<file path="src/rtl/ccl_pkg.sv">
// Shared CCL definitions: probe range, object byte layout and len encodings.
// Imported by the scan datapath and by the collision-check controller.
package ccl_pkg;

  localparam logic [3:0] CCL_POS_LAST = 4'd9;
  localparam int         CCL_NUM_OBJ  = 4;

  typedef struct packed {
    logic [3:0] y;
    logic [3:0] x;
  } ccl_obj_t;

  typedef enum logic [2:0] {
    CCL_LEN_IDLE = 3'd0,
    CCL_LEN_OBJ0 = 3'd1,
    CCL_LEN_OBJ1 = 3'd2,
    CCL_LEN_OBJ2 = 3'd3,
    CCL_LEN_OBJ3 = 3'd4
  } ccl_len_e;

endpackage

</file>
<file path="src/rtl/ccl_pos_cnt.sv">
// Probe offset counter: counts 0..POS_LAST while enabled, wraps to 0, clears on a new transaction.
// Clear has priority over counting.
module ccl_pos_cnt
  import ccl_pkg::*;
#(
  parameter logic [3:0] POS_LAST = CCL_POS_LAST
) (
  input  logic       clk,
  input  logic       rst_n,
  input  logic       clr,
  input  logic       enb,
  output logic [3:0] pos
);

  always_ff @(posedge clk) begin
    if (!rst_n || clr) begin
      pos <= 4'd0;
    end else if (enb) begin
      pos <= (pos == POS_LAST) ? 4'd0 : pos + 4'd1;
    end
  end

endmodule

</file>
<file path="src/rtl/ccl_scan_dp.sv">
// Collision scan datapath: object buffer, probe compare, sticky hit mask and done pulse.
// First-hit tracking is built only when CCL_FIRSTHIT_EN is defined; otherwise first_hit_* read 0.
module ccl_scan_dp
  import ccl_pkg::*;
#(
  parameter logic [3:0] POS_LAST = CCL_POS_LAST,
  parameter int         NUM_OBJ  = CCL_NUM_OBJ
) (
  input  logic       clk,
  input  logic       rst_n,
  input  logic [7:0] wdata,
  input  logic       wenb,
  input  logic [1:0] buf_addr,
  input  logic [2:0] len,
  input  logic       pos_enb,
  input  logic       rdy,
  input  logic [3:0] tx,
  input  logic [3:0] ty,
  output logic [3:0] pos,
  output logic [3:0] hit_mask,
  output logic       hit_any,
  output logic [1:0] first_hit_obj,
  output logic [3:0] first_hit_pos,
  output logic       done
);

  ccl_obj_t   obj_mem [NUM_OBJ];
  logic [3:0] tx_r;
  logic [3:0] ty_r;
  logic       rdy_d;

  logic       new_txn;
  logic       cmp_act;
  logic [1:0] obj_idx;
  logic [3:0] probe_x;
  logic       match;

  assign new_txn = wenb && (buf_addr == 2'd0);
  assign cmp_act = pos_enb && (len >= 3'(CCL_LEN_OBJ0)) && (len <= 3'(CCL_LEN_OBJ3));
  assign obj_idx = 2'(len - 3'd1);
  // 4-bit add wraps, so the probe line is circular in x.
  assign probe_x = tx_r + pos;
  assign match   = cmp_act && (obj_mem[obj_idx] == ccl_obj_t'({ty_r, probe_x}));

  ccl_pos_cnt #(.POS_LAST(POS_LAST)) u_pos_cnt (
    .clk   (clk),
    .rst_n (rst_n),
    .clr   (new_txn),
    .enb   (pos_enb),
    .pos   (pos)
  );

  always_ff @(posedge clk) begin
    if (!rst_n) begin
      for (int i = 0; i < NUM_OBJ; i++) obj_mem[i] <= '0;
      tx_r <= 4'd0;
      ty_r <= 4'd0;
    end else begin
      if (wenb) obj_mem[buf_addr] <= ccl_obj_t'(wdata);
      if (new_txn) begin
        tx_r <= tx;
        ty_r <= ty;
      end
    end
  end

  // A byte-0 write clears results even if a match lands on the same edge.
  always_ff @(posedge clk) begin
    if (!rst_n || new_txn) begin
      hit_mask <= 4'd0;
    end else if (match) begin
      hit_mask[obj_idx] <= 1'b1;
    end
  end

  assign hit_any = |hit_mask;

`ifdef CCL_FIRSTHIT_EN
  logic first_seen;

  always_ff @(posedge clk) begin
    if (!rst_n || new_txn) begin
      first_seen    <= 1'b0;
      first_hit_obj <= 2'd0;
      first_hit_pos <= 4'd0;
    end else if (match && !first_seen) begin
      first_seen    <= 1'b1;
      first_hit_obj <= obj_idx;
      first_hit_pos <= pos;
    end
  end
`else
  assign first_hit_obj = 2'd0;
  assign first_hit_pos = 4'd0;
`endif

  always_ff @(posedge clk) begin
    if (!rst_n) begin
      rdy_d <= 1'b0;
      done  <= 1'b0;
    end else begin
      rdy_d <= rdy;
      done  <= rdy && !rdy_d;
    end
  end

endmodule
</file>
<file path="config.mk">
export PLATFORM = sky130hd
export DESIGN_NAME = ccl_scan_dp
export DESIGN_NICKNAME = d
export VERILOG_FILES = /design/src/rtl/ccl_pkg.sv /design/src/rtl/ccl_pos_cnt.sv /design/src/rtl/ccl_scan_dp.sv
export SDC_FILE = /design/constraint.sdc
export NUM_CORES = 1
export LEC_CHECK = 0
export CORE_MARGIN = 4
export CORE_UTILIZATION = 40
export DETAILED_ROUTE_END_ITERATION = 8
export MAX_ROUTING_LAYER = met4
export PLACE_DENSITY_LB_ADDON = 0.25
export SKIP_LAST_GASP = 1
export SYNTH_ARGS = -nofsm -noshare
export SYNTH_HDL_FRONTEND = slang
export SYNTH_SLANG_ARGS = --single-unit
</file>
<file path="constraint.sdc">
create_clock -name clk -period 2.8 [get_ports clk]
set_input_delay 0.42 -clock clk [delete_from_list [all_inputs] [get_ports clk]]
set_output_delay 0.42 -clock clk [all_outputs]
set_load 0.02 [all_outputs]
</file>
# Word level (Yosys, flattened, before mapping)
# Memory sizes are Yosys's and may differ from the RTL's.
# Index checks and enable logic that the tools add are counted.
totals:
  input_bits: 26
  latchBits: 0
  output_inout_bits: 16
  memories: 1
  romBits: 0
  wordCells: 39
  register_bits: 18
  mem_bits_rw: 32
classes:
  n_lt_le_gt_ge: 4
  mux: 10
  div_mod_pow: 0
  shift: 0
  bitwise: 1
  multipliers: 0
  n_eq_ne: 2
  reduce_logical: 12
  n_addsub: 3
mem_list:
  columns: ["memory", "depth", "word_bits", "read_ports", "rd_clocked_by_memory_dff", "write_ports", "line", "text"]
  rows:
  - ["obj_mem", 4, 8, 1, 0, 4, "ccl_scan_dp.sv:27", "ccl_obj_t obj_mem [NUM_OBJ];"]
ops:
  columns: ["op", "count"]
  rows:
  - ["$eq 8x8->1", 1]
  - ["$mux 8", 1]
  - ["$reduce_or 8->1", 1]
  - ["$logic_and 1x1->1", 6]
  - ["$mux 1", 6]
  - ["$add 4x1->4 const B", 1]
  - ["$add 4x4->4", 1]
  - ["$eq 4x4->1 const B", 1]
  - ["$mux 4", 1]
  - ["$or 4x4->4", 1]
  - ["$reduce_or 4->1", 1]
  - ["$ge 3x1->1 const B", 1]
  - ["$le 3x3->1 const B", 1]
  - ["$lt 2x3->1 const B", 1]
  - ["$demux 1 s2", 1]
  - ["$ge 2x1->1 const B", 1]
  - ["$logic_not 1->1", 2]
  - ["$logic_not 2->1", 1]
  - ["$mux 2", 1]
  - ["$sub 2x1->2 const B", 1]
  - ["$logic_or 1x1->1", 1]

# Longest topological paths before layout
# Gate-level depths: netlist of run 1.
depth:
  depth_word: 6
  ltp_mapped: 9
  ltp_nobuf: 7

# Cells and area by module
# From an unflattened synthesis of run 1, not the netlist that was laid out.
unflattened:
  hier_cells: 224
  area_unflattened_um2: 2513.7
modules_own_cells:
  columns: ["mod", "cells_each", "area_each_um2", "seq_area_each_um2", "instances"]
  rows:
  - ["ccl_scan_dp", 204, 2333.5, 1241.2, 1]
  - ["ccl_pos_cnt", 20, 180.2, 80.1, 1]

# Worst setup path after synthesis of run 1
# OpenSTA, ideal clock, no wires.
synth_path:
  kind: "input to register"
  startpoint: "in len[0]"
  endpoint: "reg hit_mask[0]"
  setup_slack_ps: 367
  n_path_buf: 2
  arrival_ps: 2364
  required_ps: 2731
  setup_ps: 69
  path_stages: 9
  path_cell_list: "buf_6 inv_1 ha_1 clkbuf_1 mux4_2 xnor2_1 nand4_1 or4_4 o21ai_1"
synth_via:
  elab_chain_len: 6
  word_cells_on_any_way: 14
  classes_between: "1 x add/sub; 4 x order compare; 1 x eq/ne; 2 x mux; 1 x bitwise; 4 x reduce/logical; 1 x memory"
synth_lines:
  columns: ["item", "line", "text"]
  rows:
  - ["from (decl)", "ccl_scan_dp.sv:14", "input logic [2:0] len,"]
  - ["$sub 2x1->2", "ccl_scan_dp.sv:40", "assign obj_idx = 2'(len - 3'd1);"]
  - ["$lt 2x3->1 (implied by the code) or $ge 2x1->1 (tied branches)", "ccl_scan_dp.sv:72", "hit_mask[obj_idx] <= 1'b1;"]
  - ["$logic_and 1x1->1 (implied by the code)", "ccl_scan_dp.sv:72", null]
  - ["$mux 1 (implied by the code)", "ccl_scan_dp.sv:72", null]
  - ["$demux 1 s2", "ccl_scan_dp.sv:72", null]
  - ["$or 4x4->4 (no source line)", null, null]
  - ["to (signal assigned)", "ccl_scan_dp.sv:70", "hit_mask <= 4'd0;"]
  - ["to (signal, indexed assignment)", "ccl_scan_dp.sv:72", null]
  - ["to (decl)", "ccl_scan_dp.sv:20", "output logic [3:0] hit_mask,"]
# Parallel ways exist; a longest one is shown, timed or not.
# A chain may end at the register's enable or synchronous reset.

# Final worst setup path of run 1
layout_path:
  startpoint: "in len[1]"
  endpoint: "reg hit_mask[1]"
# The elaborated chain is that of the path after synthesis.

==> results of run 1 <==
cells by family (layout without fill, tap and decap cells):
family          after synthesis  in the layout  share of synthesized area [%]
compound gates               13             13                           2.80
xor+xnor                     12             12                           5.24
fa+ha+maj                     9              9                           4.98
buf+inv                      30             65                           6.01
flops                        50             50                           54.7
mux                          16             16                           11.7
other cells                   1              6                          0.155
simple gates                 73             73                           14.4
registers in the layout, indices dropped and copies added (netlist names):
signal	count
rdy_d	1
u_pos_cnt.pos	4
ty_r	4
tx_r	4
obj_mem	32
hit_mask	4
done	1
final cells by class:
cell class / instances / area, sq um
Clock buffer: 5 / 68.8
Clock inverter: 2 / 15.0
Fill cell: 547 / 2940
Inverter: 15 / 56.3
Multi-Input combinational cell: 129 / 966
Sequential cell: 50 / 1320
Tap cell: 75 / 93.8
Timing Repair Buffer: 43 / 423
layer usage:
layer / global-route usage [%] / vias up
met4: 4.03 / 0
met5: - / -
met3: 2.69 / 7
li1: - / 759
met2: 23.7 / 45
met1: 17.5 / 713
critical path: stages:
cell	delay, ps
clkdlybuf4s50_1	480
inv_1	70
ha_1	390
mux4_2	340
xnor2_1	150
nand4_1	110
or4_4	580
o21ai_1	140
report_power, final:
group	internal, mW	switching [mW]	leakage [nW]	total, mW
combinational	0.114	0.101	0.696	0.215
sequential	0.829	0.0173	0.461	0.846
clock	0.171	0.231	0.0362	0.401
total	1.11	0.349	1.19	1.46
through the flow:
stage | instance area, sq um | cells | setup WS [ps] | power [mW]
6_report | 2940 | 319 | 366 | 1.46
5_1_grt | 2940 | 319 | 237 | 1.54
4_1_cts | 2940 | 319 | 360 | 1.48
3_5_place_dp | 2860 | 312 | 56.1 | 1.08
3_3_place_gp | 2860 | 312 | 75.1 | 1.08
2_1_floorplan | 2430 | 209 | 367 | 0.994
cells in the final DEF, fill, tap and decap left out, types with 2 or more instances in the layout:
master            n
nand3_1           2
conb_1            6
nand4_1           2
mux4_1            6
clkinvlp_4        2
xnor2_1           7
nand2b_1          2
nor3_1            2
mux4_2            2
edfxtp_1         32
a21oi_1           3
ha_1              8
inv_1            15
mux2i_1           8
dfxtp_1          18
nor2_1           27
clkbuf_8          5
nor2b_1          11
o21ai_1           4
xor2_1            3
o21ai_0           5
clkdlybuf4s50_1  35
and2_1            2
buf_4             7
nand2_1          19
path summary, 6_finish.rpt:
path,startpoint,endpoint,slack (ps),cells past startpoint
hold / removal,rdy_d$_SDFF_PN0_,done$_SDFF_PN0_,390,1
setup reg to reg,u_pos_cnt.pos[0]$_SDFFE_PP0P_,hit_mask[1]$_SDFFE_PP0P_,690,7
setup / recovery,len[1],hit_mask[1]$_SDFFE_PP0P_,370,8
hold reg to reg,rdy_d$_SDFF_PN0_,done$_SDFF_PN0_,390,1
==> results.md, run 1 <==
Synthesis:
- By count the netlist is led by edfxtp_1 (32), nor2_1 (27), nand2_1 (19).
- In this run the biggest area consumer among cell types represents between 30% and 40% of the synthesized area.
- Synthesis handed over a netlist of ~200 instances.
- After synthesis, the cell types taking the most area are edfxtp_1 (40%), dfxtp_1 (15%), mux4_1 (6.5%).
- Synthesis instantiated 36 different standard cells from the library.
- The post-synthesis instance area is 2410 sq um.
- The number of flops mapped to enable cells by yosys is 32.
- The count of state elements after synthesis is 50.
- The total number of yosys warnings is 0.
- Summed over all instances, the cell type with the most area after synthesis is edfxtp_1.
- The share of flip-flops with an asynchronous set or reset after synthesis is 0%.
- In the synthesized netlist the dominant register cell turns out to be edfxtp_1.
- After synthesis, the mean cell area works out to ~12 sq um.
- The share of synthesized area occupied by flip-flops and latches is a little over half.
- The most frequent cell after synthesis is edfxtp_1.

Worst setup path:
- The worst setup path is captured at a register.
- The maximum fanout along the worst path is 4.
- The data arrival at the endpoint of the critical path is approximately 2700 ps.
- The critical path start-end classification is primary input to register.
- STA puts the critical path data required time at just over 3000 ps.
- The worst setup path is launched from a primary input.

Pwr:
- The leakage power is around 1.2 nW.
- The worst-case vdd ir drop is 262 uV.
- Dividing total power by cell area gives a power density of about 500 nW/um^2.

Status:
- The run finished with clean final reports.

Flow run:
- The max-cap violation count is 0.

Timing:
- Setup repair after global routing left no endpoint under its margin.
- The worst path in the final design needs a cycle of between 2000 and 2500 ps, including I/O delays and setup.
- Hold timing on the final database bottoms out at a slack of 393 ps.
- The count of pins over their slew limit came to 0.
- The clock arrives with between 6 and 7 ps of skew.
- The slew at the pin closest to its max-slew limit is approximately 500 ps.
- The number of failing hold endpoints at the final stage is 0.
- The final count of negative-setup-slack endpoints is 0.
- Setup total negative slack on the finished layout was measured at 0 ps.
- The peak clock frequency supported by timing is just over 0.4 GHz.
- The portion of the clock cycle consumed by the worst path in the final layout is between 80% and 90%.
- The relative max-transition margin is 66.3%.

Floorplanning:
- After floorplanning, the core was sized to cover approximately 5900 sq um.
- The die outline area is about 7300 sq um.
- The number of standard-cell rows in the floorplan is 28.
- The vertical die dimension is ~86 um.
- 42 I/O pins were placed.
- The width of the die is between 80 and 90 um.
- The effective utilization at floorplan is roughly two fifths.

Route:
- In the detailed route, the total length drawn on met2 is approximately 2.3 mm.
- After detailed routing, the met3 layer carries about 250 um of wire.
- The initial DRC count is 60.
- In this run the remaining antenna-violating nets after routing total 0.
- The total number of vias is around 1500.
- The via-per-instance ratio is around 4.8.
- The final wirelength is roughly 4.7 mm.
- The total routed wire length on the met1 layer is ~2.1 mm.
- The number of search-and-repair iterations in the first detailed-routing pass is 4.
- The highest metal layer with signal wires is met4.
- For this run, design rule violations remaining after detail routing come to 0.
- Dividing the detail-routed wire length by the instance count gives 14.7 um.

Clock tree:
- The number of buffers inserted during clock tree synthesis is 5.
- The maximum number of buffers from clock root to sink is 2.
- The number of hold buffers added after CTS was 0.
- The count of buffers added by post-CTS timing repair for setup is 0.
- CTS placed an instance of clkbuf_8 at the clock tree root.
- The CTS clock-pin slew for the worst setup and hold paths is about 80 ps.
- The TritonCTS clock tree is yes.
- The count of H-tree levels built during CTS is 2.
- Gates resized during post-CTS repair numbered 0.
- The clock sink total is 50.
- For the worst-skew pair, the clock arrives at the later sink with an insertion delay of 300 ps.

Finish:
- The repair_antennas step left the layout with diodes totalling 0.
- Cells with a size suffix above 1 make up just over 8% of the layout.
- After the last flow step, the layout net total stands at 279.
- The post-synthesis to final-layout area growth is 22.0%.
- At the end of the flow the core is filled with cells to between 50% and 60%.

Global route:
- The wire length of the first global-routing pass is roughly 7.6 mm.
- The number of antenna violations at the first check in global routing is 0.
- The global-route congestion overflow total is 0.
- The via count of the first global-routing pass is roughly 1500.
- The all-layer global routing usage is ~14%.
- Entering global routing, the biggest net connects 16 pins.

Placed design:
- The count of input and output buffers is 35.
- The placer congestion estimate is about 0.75.
- The estimated wirelength of the detail-placed design is 3.40 mm.

Worst hold path:
- The path class of the lowest-slack min-delay path is register to register.
(Power assumes the default switching activity.)
==> inputs of run 2 (changes only) <==
--- a/config.mk
+++ b/config.mk
@@ -5,6 +5,8 @@
 export SDC_FILE = /design/constraint.sdc
 export NUM_CORES = 1
 export LEC_CHECK = 0
+export ABC_CLOCK_PERIOD_IN_PS = 2800
+export CORE_ASPECT_RATIO = 1.4
 export CORE_MARGIN = 4
 export CORE_UTILIZATION = 40
 export DETAILED_ROUTE_END_ITERATION = 8
==> run 2 against run 1 <==
Compared with the run above: critical path depth is 1 higher; die area is 0.24% higher; cell count is 1.6% lower; register-to-register slack hardly changed; critical path type unchanged; largest cell class unchanged.
==> results.md, run 2 (synthesis gave the netlist of run 1 again) <==
Status:
- Result of the run: finished, final reports clean (unchanged).

Clock tree:
- The library cell used as clock root buffer is clkbuf_8 (unchanged).
- The clock sink total is 50 (unchanged).
- The number of buffers inserted during clock tree synthesis was 5 (unchanged).
- The clock latency reported for the late side of the worst-skew pair was 300 ps (about the same).
- The TritonCTS clock tree is yes (unchanged).
- The CTS clock-pin slew for the worst setup and hold paths is 90 ps (was 80 ps).
- The number of gates resized after cts is 0 (unchanged).
- The count of buffers added by post-CTS timing repair for setup is 0 (unchanged).
- The count of H-tree levels built during CTS is 2 (unchanged).
- The number of buffers inserted by hold repair at cts is 0 (unchanged).
- The maximum number of buffers from clock root to sink came to 2 (unchanged).

Placed design:
- The instance count after placement with tap cells included is 306 (was 312).
- The count of input and output buffers is 35 (unchanged).
- The placer congestion estimate is 0.754 (about the same).
- The estimated wirelength of the detail-placed design came to 3.45 mm (was 3.40 mm).

Timing:
- The post-layout minimum cycle time is 2430 ps (about the same).
- The portion of the clock cycle consumed by the worst path in the final layout is 86.9% (about the same).
- The setup TNS is 0 ps (unchanged).
- The peak clock frequency supported by timing is 0.411 GHz (about the same).
- Setup repair after global routing missed its margin: no (unchanged).
- The number of failing hold endpoints at the final stage is 0 (unchanged).
- The largest clock skew in the final design was 4.75 ps (was 6.82 ps).
- The count of pins over their slew limit is 0 (unchanged).
- The final count of negative-setup-slack endpoints is 0 (unchanged).

Floorplanning:
- The count of pins on the block boundary is 42 (unchanged).
- The vertical die dimension is 99.9 um (was 85.7 um).
- The number of standard-cell rows in the floorplan was 33 (was 28).
- The effective utilization at floorplan is 41.2% (was 41.0%).
- The width of the die is 73.7 um (was 85.7 um).
- The core region area is 5860 sq um (was 5890 sq um).
- The die outline area is 7360 sq um (was 7340 sq um).

Worst setup path:
- The maximum fanout along the worst path is 7 (was 4).
- The largest stage delay on the critical path came to 510 ps (was 580 ps).
- Cell-by-cell trace of the critical path: clkdlybuf4s50_1 -> inv_1 -> ha_1 -> buf_4 -> mux4_1 -> xnor2_1 -> nand4_1 -> or4_4 -> o21ai_1 (was clkdlybuf4s50_1 -> inv_1 -> ha_1 -> mux4_2 -> xnor2_1 -> nand4_1 -> or4_4 -> o21ai_1).
- The critical path data required time is 3030 ps (about the same).
- The type of element capturing the critical path is a register (unchanged).
- The data arrival at the endpoint of the critical path is 2670 ps (about the same).
- The category of the worst setup path launch point is a primary input (unchanged).
- The master of the slowest instance on the critical path is clkdlybuf4s50_1 (was or4_4).
- The critical path start-end classification is primary input to register (unchanged).

Finish:
- The final antenna diode count is 0 (unchanged).
- Highest-count cells in the layout ignoring fill and taps: clkdlybuf4s50_1 (35), edfxtp_1 (32), nor2_1 (27), nand2_1 (19), dfxtp_1 (18) (unchanged).
- The post-synthesis to final-layout area growth is 21.9% (was 22.0%).
- The number of nets in the finished design was 278 (was 279).
- The fraction of layout instances using a drive strength above 1 is 8.20% (unchanged).
- The register name with the most flops is obj_mem (unchanged).
- The count of placed standard cells in the final layout, fillers left out is 314 (was 319).
- The number of flip-flops under the largest register name was 32 (unchanged).
- The most common library cell in the layout ignoring fill and taps is clkdlybuf4s50_1 (unchanged).
- The total of fill cells in the finished design is 554 (was 547).

Pwr:
- The power density normalized to cell area is 528 nW/um^2 (was 497 nW/um^2).
- The leakage power came to 1.20 nW (was 1.19 nW).
- The worst-case vdd ir drop is 221 uV (was 262 uV).

Global route:
- The via count of the first global-routing pass is 1588 (was 1512).
- The wire length of the first global-routing pass was 7.42 mm (was 7.61 mm).
- The all-layer global routing usage is 13.6% (was 14.1%).
- The largest net degree at the start of global routing is 16 (unchanged).
- The global-route congestion overflow total came to 0 (unchanged).
- The number of antenna violations at the first check in global routing was 0 (unchanged).

Route:
- The post-detailed-route DRC marker count came to 0 (unchanged).
- The detail-routed net length per standard cell is 14.4 um (was 14.7 um).
- The total number of vias is 1528 (was 1524).
- The via-per-instance ratio was 4.87 (was 4.78).
- The final wirelength is 4.53 mm (was 4.70 mm).
- The number of nets with antenna violations after detailed routing is 0 (unchanged).
- The number of search-and-repair iterations in the first detailed-routing pass is 4 (unchanged).
- The initial DRC count is 25 (was 60).

Worst hold path:
- The path class of the lowest-slack min-delay path is register to register (unchanged).

Flow run:
- The max-cap violation count is 0 (unchanged).
-- run 2: cell count changes in the layout (fill, tap and decap cells not counted) --
cell and delta:
buf_12 -1, bufinv_16 +1, clkinv_2 +1, clkinvlp_2 +1
clkinvlp_4 -2
-- run 2: path summary, 6_finish.rpt --
path,start,end,slack (ps),cells after the start
setup / recovery,len[0],hit_mask[0]$_SDFFE_PP0P_,370,9
hold / removal,rdy_d$_SDFF_PN0_,done$_SDFF_PN0_,390,1
setup reg to reg,u_pos_cnt.pos[0]$_SDFFE_PP0P_,hit_mask[0]$_SDFFE_PP0P_,700,7
hold reg to reg,rdy_d$_SDFF_PN0_,done$_SDFF_PN0_,390,1
-- run 2: area by class of cell --
class                      instances  area, sq um  area share [%]
sequential                        50         1320            44.9
multi-input combinational        129          966            32.8
timing repair buffer              42          403            13.7
tap                               70         87.6            2.98
clock buffer                       5         68.8            2.34
inverter                          15         56.3            1.91
clock inverter                     3         40.0            1.36
-- run 2: worst max-delay path: cells and delay by family --
family / cells / cell delay (ps)
adder cells (fa/ha/maj): 1 / 300
AND/OR/NAND/NOR: 2 / 570
multiplexers: 1 / 290
buffers and inverters: 3 / 740
XOR/XNOR: 1 / 200
AO/OA/AOI/OAI: 1 / 140
-- run 2: metal layers --
metal / GRT usage, % / vias up / part of all wire (%)
met3: 2.30 / 4 / 4.7
met2: 23.8 / 43 / 54
li1: - / 756 / -
met1: 15.3 / 725 / 40
met5: - / - / 0
met4: 4.60 / 0 / 1.1
-- run 2: metrics by stage --
stage | hold slack (ps) | worst slack, ps | utilization, % | instance area [sq um] | total power [mW]
5_1_grt | 406 | 255 | 50.2 | 2940 | 1.62
3_3_place_gp | 372 | 85.2 | 48.3 | 2830 | 1.07
2_1_floorplan | 367 | 367 | - | 2430 | 0.994
3_5_place_dp | 378 | 42.1 | 48.3 | 2830 | 1.07
6_report | 387 | 367 | 50.2 | 2940 | 1.55
4_1_cts | 391 | 353 | 50.2 | 2940 | 1.57
-- run 2: power by group --
part,switching (mW),leakage [nW],total [mW],internal (mW)
Sequential,0.0175,0.461,0.846,0.829
Combinational,0.0975,0.687,0.206,0.108
Clock,0.239,0.0541,0.502,0.263
==> inputs of run 3 (changes only) <==
--- a/config.mk
+++ b/config.mk
@@ -15,4 +15,5 @@
 export SKIP_LAST_GASP = 1
 export SYNTH_ARGS = -nofsm -noshare
 export SYNTH_HDL_FRONTEND = slang
+export SYNTH_HIERARCHICAL = 1
 export SYNTH_SLANG_ARGS = --single-unit
==> run 3 against run 2 <==
Compared with the run above: total power shrank 2.4%; sequential share of layout area shrank 1.7 points; design area is 4.0% higher; wire length up 5.0%; via count up 6.2%; worst hold slack better by 0.62 ps; critical endpoint is now hit_mask[2]$_SDFFE_PP0P_; largest cell class unchanged.
==> results.md, run 3 <==
Timing:
- The post-layout minimum cycle time is 2470 ps (was 2430 ps).
- Setup repair after global routing missed its margin: no (unchanged).
- The count of pins over their slew limit was 0 (unchanged).
- The number of failing hold endpoints at the final stage came to 0 (unchanged).
- The worst setup margin is 326 ps (was 367 ps).
- The final count of negative-setup-slack endpoints is 0 (unchanged).
- The peak clock frequency supported by timing is 0.404 GHz (was 0.411 GHz).
- The setup TNS came to 0 ps (unchanged).
- The largest clock skew in the final design was 10.5 ps (was 4.75 ps).
- The portion of the clock cycle consumed by the worst path in the final layout is 88.3% (was 86.9%).
- The final hold slack is 388 ps (was 387 ps).

Floorplanning:
- The die outline area was 7630 sq um (was 7360 sq um).
- The vertical die dimension is 102 um (was 99.9 um).
- The width of the die is 75.0 um (was 73.7 um).
- The effective utilization at floorplan is 42.0% (was 41.2%).
- The number of standard-cell rows in the floorplan was 33 (unchanged).
- The core region area was 5990 sq um (was 5860 sq um).
- The count of pins on the block boundary is 42 (unchanged).

Global route:
- The via count of the first global-routing pass is 1690 (was 1588).
- The all-layer global routing usage came to 14.3% (was 13.6%).
- The wire length of the first global-routing pass came to 7.92 mm (was 7.42 mm).
- The largest net degree at the start of global routing is 20 (was 16).
- The number of antenna violations at the first check in global routing is 0 (unchanged).
- The global-route congestion overflow total is 0 (unchanged).

Synthesis:
- The number of flops mapped to enable cells by yosys came to 32 (unchanged).
- The post-synthesis cell type count came to 42 (was 36).
- The dominant cell type by area after synthesis is edfxtp_1 (unchanged).
- The share of synthesized area occupied by flip-flops and latches is 52.6% (was 54.7%).
- The number of instances in the synthesized netlist is 224 (was 204).
- The flip-flop cell with the highest count after synthesis is edfxtp_1 (unchanged).
- The fraction of post-synthesis cell area in the top cell type by area was 38.2% (was 39.8%).
- Leading post-synthesis cells by cell area: edfxtp_1 (38%), dfxtp_1 (14%), nand2_1 (4.2%) (was edfxtp_1 (40%), dfxtp_1 (15%), mux4_1 (6.5%)).
- Top cells by instance count after synthesis: edfxtp_1 (32), nand2_1 (28), nor2_1 (19) (was edfxtp_1 (32), nor2_1 (27), nand2_1 (19)).
- The post-synthesis instance area was 2510 sq um (was 2410 sq um).
- The share of flip-flops with an asynchronous set or reset after synthesis is 0% (unchanged).
- The total number of yosys warnings is 6 (was 0).
- The most frequent cell after synthesis is edfxtp_1 (unchanged).
- The count of state elements after synthesis is 50 (unchanged).
- The synthesized area per cell is 11.2 sq um (was 11.8 sq um).

Placed design:
- The count of input and output buffers is 35 (unchanged).
- The estimated wirelength of the detail-placed design is 3.72 mm (was 3.45 mm).
- The placer congestion estimate came to 0.775 (was 0.754).
- The worst slack at placement is 22.0 ps (was 42.1 ps).

Worst setup path:
- The category of the worst setup path launch point is a primary input (unchanged).
- The maximum fanout along the worst path is 12 (was 7).
- The critical path data required time is 3050 ps (was 3030 ps).
- The type of element capturing the critical path is a register (unchanged).
- The data arrival at the endpoint of the critical path came to 2720 ps (was 2670 ps).
- The critical path start-end classification was primary input to register (unchanged).

Clock tree:
- The CTS clock-pin slew for the worst setup and hold paths was 90 ps (about the same).
- The number of buffers inserted during clock tree synthesis was 5 (unchanged).
- The maximum number of buffers from clock root to sink was 2 (unchanged).
- The clock sink total is 50 (unchanged).
- The clock latency reported for the late side of the worst-skew pair was 310 ps (was 300 ps).
- The number of gates resized after cts came to 0 (unchanged).
- The count of buffers added by post-CTS timing repair for setup was 0 (unchanged).
- The count of H-tree levels built during CTS was 2 (unchanged).
- The number of buffers inserted by hold repair at cts is 0 (unchanged).
- The library cell used as clock root buffer is clkbuf_8 (unchanged).
- The TritonCTS clock tree is yes (unchanged).

Status:
- Result of the run: finished, final reports clean (unchanged).

Route:
- The final wirelength is 4.76 mm (was 4.53 mm).
- The detail-routed net length per standard cell was 14.1 um (was 14.4 um).
- The via-per-instance ratio is 4.80 (was 4.87).
- The initial DRC count is 49 (was 25).
- The number of search-and-repair iterations in the first detailed-routing pass is 4 (unchanged).
- The number of nets with antenna violations after detailed routing is 0 (unchanged).
- The post-detailed-route DRC marker count came to 0 (unchanged).
- The total number of vias is 1623 (was 1528).

Finish:
- The number of nets in the finished design is 302 (was 278).
- The final antenna diode count is 0 (unchanged).
- The multi-input combinational cell area is 1060 sq um (was 966 sq um).
- Highest-count cells in the layout ignoring fill and taps: clkdlybuf4s50_1 (35), edfxtp_1 (32), nand2_1 (28), nor2_1 (19), dfxtp_1 (18) (was clkdlybuf4s50_1 (35), edfxtp_1 (32), nor2_1 (27), nand2_1 (19), dfxtp_1 (18)).
- The number of flip-flops under the largest register name came to 32 (unchanged).
- The register name with the most flops is obj_mem (unchanged).
- The total of fill cells in the finished design was 546 (was 554).
- The sequential cell area came to 1320 sq um (unchanged).
- The most common library cell in the layout ignoring fill and taps is clkdlybuf4s50_1 (unchanged).
- The post-synthesis to final-layout area growth was 21.8% (was 21.9%).
- The fraction of layout instances using a drive strength above 1 is 9.70% (was 8.20%).
- The utilization of the core after routing is 51.1% (was 50.2%).

Pwr:
- The worst-case vdd ir drop is 240 uV (was 221 uV).
- The leakage power came to 1.23 nW (was 1.20 nW).
- The power density normalized to cell area is 495 nW/um^2 (was 528 nW/um^2).

Flow run:
- The max-cap violation count is 0 (unchanged).

Worst hold path:
- The path class of the lowest-slack min-delay path is register to register (unchanged).
## run 3: changes by cell type in the layout (fill, tap and decap cells not counted), sizes merged, moves of 5 or more
| cell | before | now |
|---|---|---|
| nor2b | 11 | 3 |
| nand2 | 19 | 29 |
| and2 | 3 | 10 |
| a21boi | 0 | 8 |
| o21ai | 9 | 4 |
| nor2 | 27 | 19 |
## run 3: cell type report
| cell class | count | area share [%] |
|---|---|---|
| sequential | 50 | 43.2 |
| multi-input combinational | 149 | 34.6 |
| timing repair buffer | 46 | 14.6 |
| clock inverter | 3 | 0.736 |
| clock buffer | 5 | 2.25 |
| tap | 70 | 2.86 |
| inverter | 15 | 1.84 |
## run 3: path summary, 6_finish.rpt
check,from,end,slack [ps],cells after the start
setup reg to reg,u_pos_cnt/pos[0]$_SDFFE_PP0P_,hit_mask[2]$_SDFFE_PP0P_,790,8
hold / removal,rdy_d$_SDFF_PN0_,done$_SDFF_PN0_,390,1
setup / recovery,len[0],hit_mask[2]$_SDFFE_PP0P_,330,10
hold reg to reg,rdy_d$_SDFF_PN0_,done$_SDFF_PN0_,390,1
## run 3: critical path, cell delays in order
cell and delay, ps:
clkdlybuf4s50_1 470, inv_1 80, ha_1 330, buf_12 150, mux2i_1 220, xnor2_1 100, nor3_1 200, nor2_1 110
a2111oi_4 440, a31o_1 200
## run 3: metal layers
layer  up-vias  routed length (um)  global-route usage, %
met5         -                   0                      -
met4         0                 127                   6.16
met3         8                 273                   3.57
met2        39                2440                   23.9
met1       732                1920                   15.8
li1        844                   -                      -
## run 3: metrics by stage
| step | instance area [sq um] | instances | total power [mW] |
|---|---|---|---|
| 5_1_grt | 3060 | 338 | 1.59 |
| 6_report | 3060 | 338 | 1.52 |
| 3_5_place_dp | 2970 | 330 | 1.10 |
| 2_1_floorplan | 2530 | 229 | 1.01 |
| 4_1_cts | 3060 | 338 | 1.53 |
| 3_3_place_gp | 2970 | 330 | 1.10 |
## run 3: kinds of logic (layout without fill, tap and decap cells)
| kind of cell | count (synthesis) | after routing | share of synthesized area [%] |
|---|---|---|---|
| adder cells (fa/ha/maj) | 9 | 9 | 4.78 |
| AND/OR/NAND/NOR | 85 | 85 | 17.0 |
| XOR/XNOR | 15 | 15 | 5.23 |
| multiplexers | 12 | 12 | 7.22 |
| buffers and inverters | 30 | 69 | 6.07 |
| other | 1 | 6 | 0.149 |
| flip-flops | 50 | 50 | 52.6 |
| AO/OA/AOI/OAI | 22 | 22 | 6.97 |
## run 3: where the power goes
part	switching (mW)	leakage [nW]	total [mW]	internal (mW)
logic	0.117	0.720	0.233	0.116
clock network	0.256	0.0489	0.437	0.181
registers	0.0171	0.460	0.845	0.828
total	0.391	1.23	1.52	1.12
